<file path="config.mk">
export PLATFORM = sky130hd
export DESIGN_NAME = xts_tweak_stage
export DESIGN_NICKNAME = d
export VERILOG_FILES = /design/src/rtl/xts_pkg.sv /design/src/rtl/xts_tweak_fifo.sv /design/src/rtl/xts_tweak_stage.sv
export SDC_FILE = /design/constraint.sdc
export NUM_CORES = 1
export LEC_CHECK = 0
export BUFFER_PORTS_ARGS = -buffer_cell sky130_fd_sc_hd__buf_2
export CAP_MARGIN = 20
export CORE_MARGIN = 10
export CORE_UTILIZATION = 50
export CTS_CLUSTER_DIAMETER = 100
export DETAILED_ROUTE_END_ITERATION = 10
export GPL_TIMING_DRIVEN = 0
export PLACE_DENSITY = 0.76
export SYNTH_ARGS = -nofsm -noshare
export SYNTH_HDL_FRONTEND = slang
export SYNTH_HIERARCHICAL = 1
export SYNTH_SLANG_ARGS = --single-unit
</file>
<file path="constraint.sdc">
create_clock -name i_clk -period 4.51 [get_ports i_clk]
set_input_delay 0.2255 -clock i_clk [delete_from_list [all_inputs] [get_ports i_clk]]
set_output_delay 0.2255 -clock i_clk [all_outputs]
set_load 0.01 [all_outputs]
</file>
<file path="src/rtl/xts_pkg.sv">
// xts_pkg
// Shared definitions for the XTS whitening stage: block width, the GF(2^128)
// reduction constant, the stage FSM encoding and the multiply-by-alpha helper.
// The helper is plain combinational logic, so software models can call it too.
package xts_pkg;

    localparam int BLOCK_W = 128;

    // Low-order terms of x^128 + x^7 + x^2 + x + 1 folded back in after a carry
    localparam logic [BLOCK_W-1:0] GF_POLY = 128'h87;

    typedef enum logic {
        ST_IDLE   = 1'b0,
        ST_ACTIVE = 1'b1
    } xts_state_e;

    // Multiply by alpha (x) in GF(2^128) using the XTS little-endian integer
    // form: shift left one bit and reduce when bit 127 falls off the top.
    function automatic logic [BLOCK_W-1:0] gf_mul_alpha(input logic [BLOCK_W-1:0] t);
        return {t[BLOCK_W-2:0], 1'b0} ^ (t[BLOCK_W-1] ? GF_POLY : '0);
    endfunction

endpackage

</file>
<file path="src/rtl/xts_tweak_fifo.sv">
// xts_tweak_fifo
// Register-based FIFO that holds the per-block tweaks while their blocks are
// inside the cipher core. Push and pop can happen together in one cycle.
// Ports:
//   i_clk, i_rst        clock, synchronous active-high reset
//   i_push, i_pushData  write a tweak (ignored when full)
//   i_pop               drop the head entry (ignored when empty)
//   o_headData          oldest stored tweak
//   o_full, o_empty     occupancy flags
module xts_tweak_fifo
    import xts_pkg::*;
#(
    parameter int DEPTH = 4
) (
    input  logic               i_clk,
    input  logic               i_rst,
    input  logic               i_push,
    input  logic [BLOCK_W-1:0] i_pushData,
    input  logic               i_pop,
    output logic [BLOCK_W-1:0] o_headData,
    output logic               o_full,
    output logic               o_empty
);

    localparam int PTR_W = $clog2(DEPTH);
    localparam int CNT_W = PTR_W + 1;

    logic [BLOCK_W-1:0] r_mem [DEPTH];
    logic [PTR_W-1:0]   r_wrPtr;
    logic [PTR_W-1:0]   r_rdPtr;
    logic [CNT_W-1:0]   r_count;

    logic w_doPush;
    logic w_doPop;

    assign w_doPush   = i_push && !o_full;
    assign w_doPop    = i_pop && !o_empty;
    assign o_full     = (r_count == CNT_W'(DEPTH));
    assign o_empty    = (r_count == '0);
    assign o_headData = r_mem[r_rdPtr];

    // Storage array needs no reset: entries are only read once counted valid.
    always_ff @(posedge i_clk) begin
        if (w_doPush) begin
            r_mem[r_wrPtr] <= i_pushData;
        end
    end

    // Pointers wrap naturally because DEPTH is a power of two; a simultaneous
    // push and pop leaves the count unchanged.
    always_ff @(posedge i_clk) begin
        if (i_rst) begin
            r_wrPtr <= '0;
            r_rdPtr <= '0;
            r_count <= '0;
        end else begin
            if (w_doPush) begin
                r_wrPtr <= r_wrPtr + PTR_W'(1);
            end
            if (w_doPop) begin
                r_rdPtr <= r_rdPtr + PTR_W'(1);
            end
            r_count <= r_count + CNT_W'(w_doPush) - CNT_W'(w_doPop);
        end
    end

endmodule

</file>
<file path="src/rtl/xts_tweak_stage.sv">
// xts_tweak_stage
// XTS whitening around a block cipher core. A sector tweak T0 is loaded in
// IDLE; each accepted input block is XORed with the running tweak T_j before
// the core, T_j is queued, and the core result is XORed with the same T_j on
// the way out. Encrypt and decrypt whiten identically.
// Ports:
//   i_clk, i_rst                          clock, synchronous active-high reset
//   i_tweak, i_tweak_valid, o_tweak_ready sector tweak load (IDLE only)
//   i_data, i_data_valid, o_data_ready    input block handshake
//   o_cipher_data, o_cipher_valid         pre-whitened block to the core
//   i_cipher_data, i_cipher_valid         core result (no backpressure)
//   o_data, o_data_valid                  post-whitened result
//   o_err                                 sticky: core result with no tweak queued
module xts_tweak_stage
    import xts_pkg::*;
#(
    parameter int DEPTH             = 4,
    parameter int BLOCKS_PER_SECTOR = 32
) (
    input  logic               i_clk,
    input  logic               i_rst,
    input  logic [BLOCK_W-1:0] i_tweak,
    input  logic               i_tweak_valid,
    output logic               o_tweak_ready,
    input  logic [BLOCK_W-1:0] i_data,
    input  logic               i_data_valid,
    output logic               o_data_ready,
    output logic [BLOCK_W-1:0] o_cipher_data,
    output logic               o_cipher_valid,
    input  logic [BLOCK_W-1:0] i_cipher_data,
    input  logic               i_cipher_valid,
    output logic [BLOCK_W-1:0] o_data,
    output logic               o_data_valid,
    output logic               o_err
);

    localparam int                CNT_W = (BLOCKS_PER_SECTOR > 1) ? $clog2(BLOCKS_PER_SECTOR) : 1;
    localparam logic [CNT_W-1:0]  LAST_BLOCK = CNT_W'(BLOCKS_PER_SECTOR - 1);

    xts_state_e         r_state;
    logic [BLOCK_W-1:0] r_tweak;
    logic [CNT_W-1:0]   r_blockCount;
    logic [BLOCK_W-1:0] r_cipherData;
    logic               r_cipherValid;
    logic [BLOCK_W-1:0] r_outData;
    logic               r_outValid;
    logic               r_err;

    logic               w_inFire;
    logic               w_outFire;
    logic               w_fifoFull;
    logic               w_fifoEmpty;
    logic [BLOCK_W-1:0] w_fifoHead;

    // Ready depends only on registered state and FIFO occupancy, never on valid.
    assign o_tweak_ready = (r_state == ST_IDLE);
    assign o_data_ready  = (r_state == ST_ACTIVE) && !w_fifoFull;
    assign w_inFire      = i_data_valid && o_data_ready;
    assign w_outFire     = i_cipher_valid && !w_fifoEmpty;

    assign o_cipher_data  = r_cipherData;
    assign o_cipher_valid = r_cipherValid;
    assign o_data         = r_outData;
    assign o_data_valid   = r_outValid;
    assign o_err          = r_err;

    xts_tweak_fifo #(
        .DEPTH (DEPTH)
    ) u_tweakFifo (
        .i_clk      (i_clk),
        .i_rst      (i_rst),
        .i_push     (w_inFire),
        .i_pushData (r_tweak),
        .i_pop      (w_outFire),
        .o_headData (w_fifoHead),
        .o_full     (w_fifoFull),
        .o_empty    (w_fifoEmpty)
    );

    // Sector FSM: IDLE waits for a tweak, ACTIVE whitens blocks and advances
    // the tweak by alpha per block until the last block of the sector.
    always_ff @(posedge i_clk) begin
        if (i_rst) begin
            r_state       <= ST_IDLE;
            r_tweak       <= '0;
            r_blockCount  <= '0;
            r_cipherData  <= '0;
            r_cipherValid <= 1'b0;
        end else begin
            r_cipherValid <= 1'b0;
            case (r_state)
                ST_IDLE: begin
                    if (i_tweak_valid) begin
                        r_tweak      <= i_tweak;
                        r_blockCount <= '0;
                        r_state      <= ST_ACTIVE;
                    end
                end
                ST_ACTIVE: begin
                    if (w_inFire) begin
                        r_cipherData  <= i_data ^ r_tweak;
                        r_cipherValid <= 1'b1;
                        r_tweak       <= gf_mul_alpha(r_tweak);
                        r_blockCount  <= r_blockCount + CNT_W'(1);
                        if (r_blockCount == LAST_BLOCK) begin
                            r_state <= ST_IDLE;
                        end
                    end
                end
                default: r_state <= ST_IDLE;
            endcase
        end
    end

    // Result path runs independently of the FSM so queued tweaks keep
    // draining after the sector ends. A result with no queued tweak is
    // dropped and latches the error flag.
    always_ff @(posedge i_clk) begin
        if (i_rst) begin
            r_outData  <= '0;
            r_outValid <= 1'b0;
            r_err      <= 1'b0;
        end else begin
            r_outValid <= 1'b0;
            if (w_outFire) begin
                r_outData  <= i_cipher_data ^ w_fifoHead;
                r_outValid <= 1'b1;
            end
            if (i_cipher_valid && w_fifoEmpty) begin
                r_err <= 1'b1;
            end
        end
    end

endmodule

</file>
==> metrics.md <==
| Metric | Value |
|---|---|
| Status | completed |
| Share of the synthesized area in the top cell type | 42.9% |
| H-tree Lvls | 3 |
| Routed len/inst | 26.0 um |
| Hold Path Class | in2reg |
| Clock slew at reported path FFs | 0.06 ns |
| Sink Count | 914 |
| Crit path launch type | flop |
| Setup Skew | 0.0469 ns |
| Synth top cells by count | 512 x edfxtp_1, 402 x dfxtp_1, 383 x a211oi_1 |
| Slew @ Worst Pin | 1.14 ns |
| Number of DRC markers in iteration 0 | 2145 |
| Global placer's final weighted congestion | 0.868 |
| Top Ports | 650 |
| Psw | 6.76 mW |
| Cell Int Power | 16.6 mW |
| Place WS | 0.618 ns |
| Clock power frac | 34.4% |
| Die Wd | 288 um |
| Number of synthesized flops with an enable pin | 512 |
| Top_reg_cell synth | edfxtp_1 |
| Pre-Repair DR Iteration Count | 5 |
| Slew Limit Fails | 0 |
| Syn_area_per_cell | 14.6 um2 |
| Die area | 82900 um2 |
| Area grow syn2layout | 33.0% |
| Rel. slew slack | 24.3% |
| Starting Density | 50.3% |
| Core area | 71400 um2 |
| Core Rows | 98 |
| Tcrit/Tclk final | 89.7% |
| Post-DR vias/cell | 5.73 |
| Overall power | 23.4 mW |
| Pwr/cell area | 490 nW/um2 |
| Placed instance area | 40600 um2 |
| Routed WL | 121000 um |
| Sequential element share of the synthesized area | 65.3% |
| RSZ-0062 raised after global routing | no |
| Worst Path Arrival | 4.53 ns |
| Syn nets | 2861 |
| Final worst setup slack | 0.465 ns |
| Total gr overflow | 0 |
| DPL Wire Length | 79300 um |
| Synth warn | 6 |
| Final net count | 4000 |
| Final min period | 4.05 ns |
| TritonCTS buffer count | 92 |
| Most numerous cell in the Yosys netlist | edfxtp_1 |
| Distinct cells, synth | 33 |
| Final Setup Violations | 0 |
| Leakage | 17.6 nW |
| Flop pwr share | 44.4% |
| Switching Fraction | 29.0% |
| Synth async-reset ratio | 0% |
| First-pass GRT wire length | 178000 um |
| Root Buffer | clkbuf_16 |
| Yosys top cell by area | edfxtp_1 |
| Setup bufs post-CTS | 0 |
| Leading post-synthesis cells by cell area | edfxtp_1 43%, dfxtp_1 22%, mux4_2 8.0% |
| Die Span Y | 288 um |
| Pin count of the biggest net entering global routing | 57 |
| Worst path required time | 4.99 ns |
| VDD IR-drop max | 405 uV |
| Initial antenna violation count | 11 |
| WS Path Type | reg2reg |
| Mapped cell area | 35900 um2 |
| CTS tree | yes |
| Final cell utilization of the core | 66.9% |
| Peak Freq | 247 MHz |
| Routed via count | 26600 |
| Final Instance Area | 47700 um2 |
| Worst-skew pair later-pin latency | 0.65 ns |
| Total track usage | 28.3% |
| ANT nets after route | 0 |
| CP Capture Type | flop |
| Endpoints failing hold | 0 |
| Combinational Power Share | 21.2% |
| # DRC | 0 |
| Syn Inst Count | 2463 |
| Crit-path max FO | 10 |
| Setup_tns | 0 ns |
| CTS resizes | 0 |
| Vias in the first global route | 27800 |
| Flops & latches, synth | 914 |
| # Max-Cap Violations | 0 |
| Port Buffer Count | 648 |
| Share of layout cells above drive strength 1 | 28.6% |
| Deepest clock path buffer count | 3 |
-- timing repair --
action | in CTS | in global routing
hold endpoints to repair | 391 | 0
hold buffers | 386 | 0
setup endpoints to repair | 0 | 0
-- worst max-delay path, stage by stage (launching register included) --
cell and delay [ns]:
dfxtp_1 0.43, nor3b_1 0.20, nand3b_2 0.31, inv_2 0.22, buf_2 0.46, buf_2 0.38
inv_1 0.12, nor2_1 0.36, inv_1 0.09, ha_1 0.28, inv_1 0.04, ha_1 0.18
fa_1 0.40, xnor2_1 0.22, xnor2_1 0.15, nor2_1 0.06
-- layout make-up --
class                   count  area, um2
fillers                  4757      23700
multi-input cells        1350      11400
diodes                     11       27.5
clock buffers             132       2730
clock inverters            41        509
inverters                  10       37.5
flip-flops and latches    914      23400
repair buffers           1045       7360
well taps                 950       1190
plain buffers             189       1060
-- worst paths after layout --
path | from | cells past startpoint | to | slack, ns
setup / recovery | u_tweakFifo/r_count[1]$_SDFF_PP0_ | 15 | u_tweakFifo/r_count[2]$_SDFF_PP0_ | 0.46
hold / removal | i_tweak[103] | 3 | r_tweak[103]$_SDFFE_PP0P_ | 0.05
setup reg to reg | u_tweakFifo/r_count[1]$_SDFF_PP0_ | 15 | u_tweakFifo/r_count[2]$_SDFF_PP0_ | 0.46
hold reg to reg | o_err$_SDFFE_PP0P_ | 2 | o_err$_SDFFE_PP0P_ | 0.47
-- cells by family (layout without fill, tap and decap cells) --
| kind of cell | count (synthesis) | count (layout) | synth area share [%] |
|---|---|---|---|
| DFF | 914 | 914 | 65.3 |
| and+or+nand+nor | 425 | 425 | 5.08 |
| AOI/OAI and AO/OA | 399 | 399 | 8.29 |
| xor gates and xnor gates | 263 | 263 | 6.42 |
| muxes | 254 | 254 | 11.6 |
| buffers and inverters | 199 | 1417 | 3.04 |
| adders and majority gates | 9 | 9 | 0.335 |
| other | 0 | 11 | 0 |
-- registers in the layout, summed over array words and instances (netlist names), named ones only --
register and cells:
o_cipher_data 128, u_tweakFifo/r_rdPtr 2, u_tweakFifo/r_mem 512, o_err 1, u_tweakFifo/r_wrPtr 2, o_data_valid 1, u_tweakFifo/r_count 3, o_cipher_valid 1
r_blockCount 5, r_tweak 128, o_data 128, r_state 1
-- through the flow --
stage | instances | hold WS [ns]
final | 4642 | 0.0491
after global routing | 4636 | 0.0262
after CTS | 4631 | 0.00875
after detailed placement | 4072 | 0.463
after global placement | 4061 | 0.456
after floorplan | 2463 | 0.366
-- layout by cell type, fill, tap and decap left out, types with 5 or more instances in the layout --
| master | instances |
|---|---|
| buf_4 | 12 |
| buf_16 | 6 |
| edfxtp_1 | 512 |
| nand3_1 | 7 |
| xnor2_1 | 261 |
| ha_1 | 8 |
| dlygate4sd3_1 | 386 |
| clkinv_1 | 7 |
| mux4_2 | 128 |
| clkbuf_1 | 93 |
| buf_2 | 733 |
| bufinv_16 | 9 |
| inv_1 | 9 |
| clkbuf_16 | 98 |
| nor2_1 | 267 |
| a211oi_1 | 383 |
| nor3_1 | 127 |
| clkbuf_8 | 15 |
| mux2i_1 | 126 |
| dfxtp_1 | 402 |
| buf_12 | 13 |
| a21oi_1 | 9 |
| clkinv_2 | 18 |
| diode_2 | 11 |
| nor2b_1 | 5 |
-- per-layer routing --
| metal | vias to the layer above | track usage (%) | wire, um |
|---|---|---|---|
| li1 | 11600 | - | - |
| met2 | 1406 | 46.9 | 59300 |
| met3 | 334 | 5.62 | 10100 |
| met4 | 6 | 13.0 | 5290 |
| met1 | 13200 | 35.6 | 45800 |
| met5 | - | 0 | 41 |
-- power groups by stage --
stage	Combinational, mW	Clock, mW	Sequential (mW)
final	4.94	8.04	10.4
after global placement	4.40	0	10.5
after floorplan	2.51	0	10.6
after CTS	4.81	8.10	10.3
after detailed placement	4.51	0	10.5
after global routing	5.31	8.49	10.5
(Power assumes the default switching activity.)
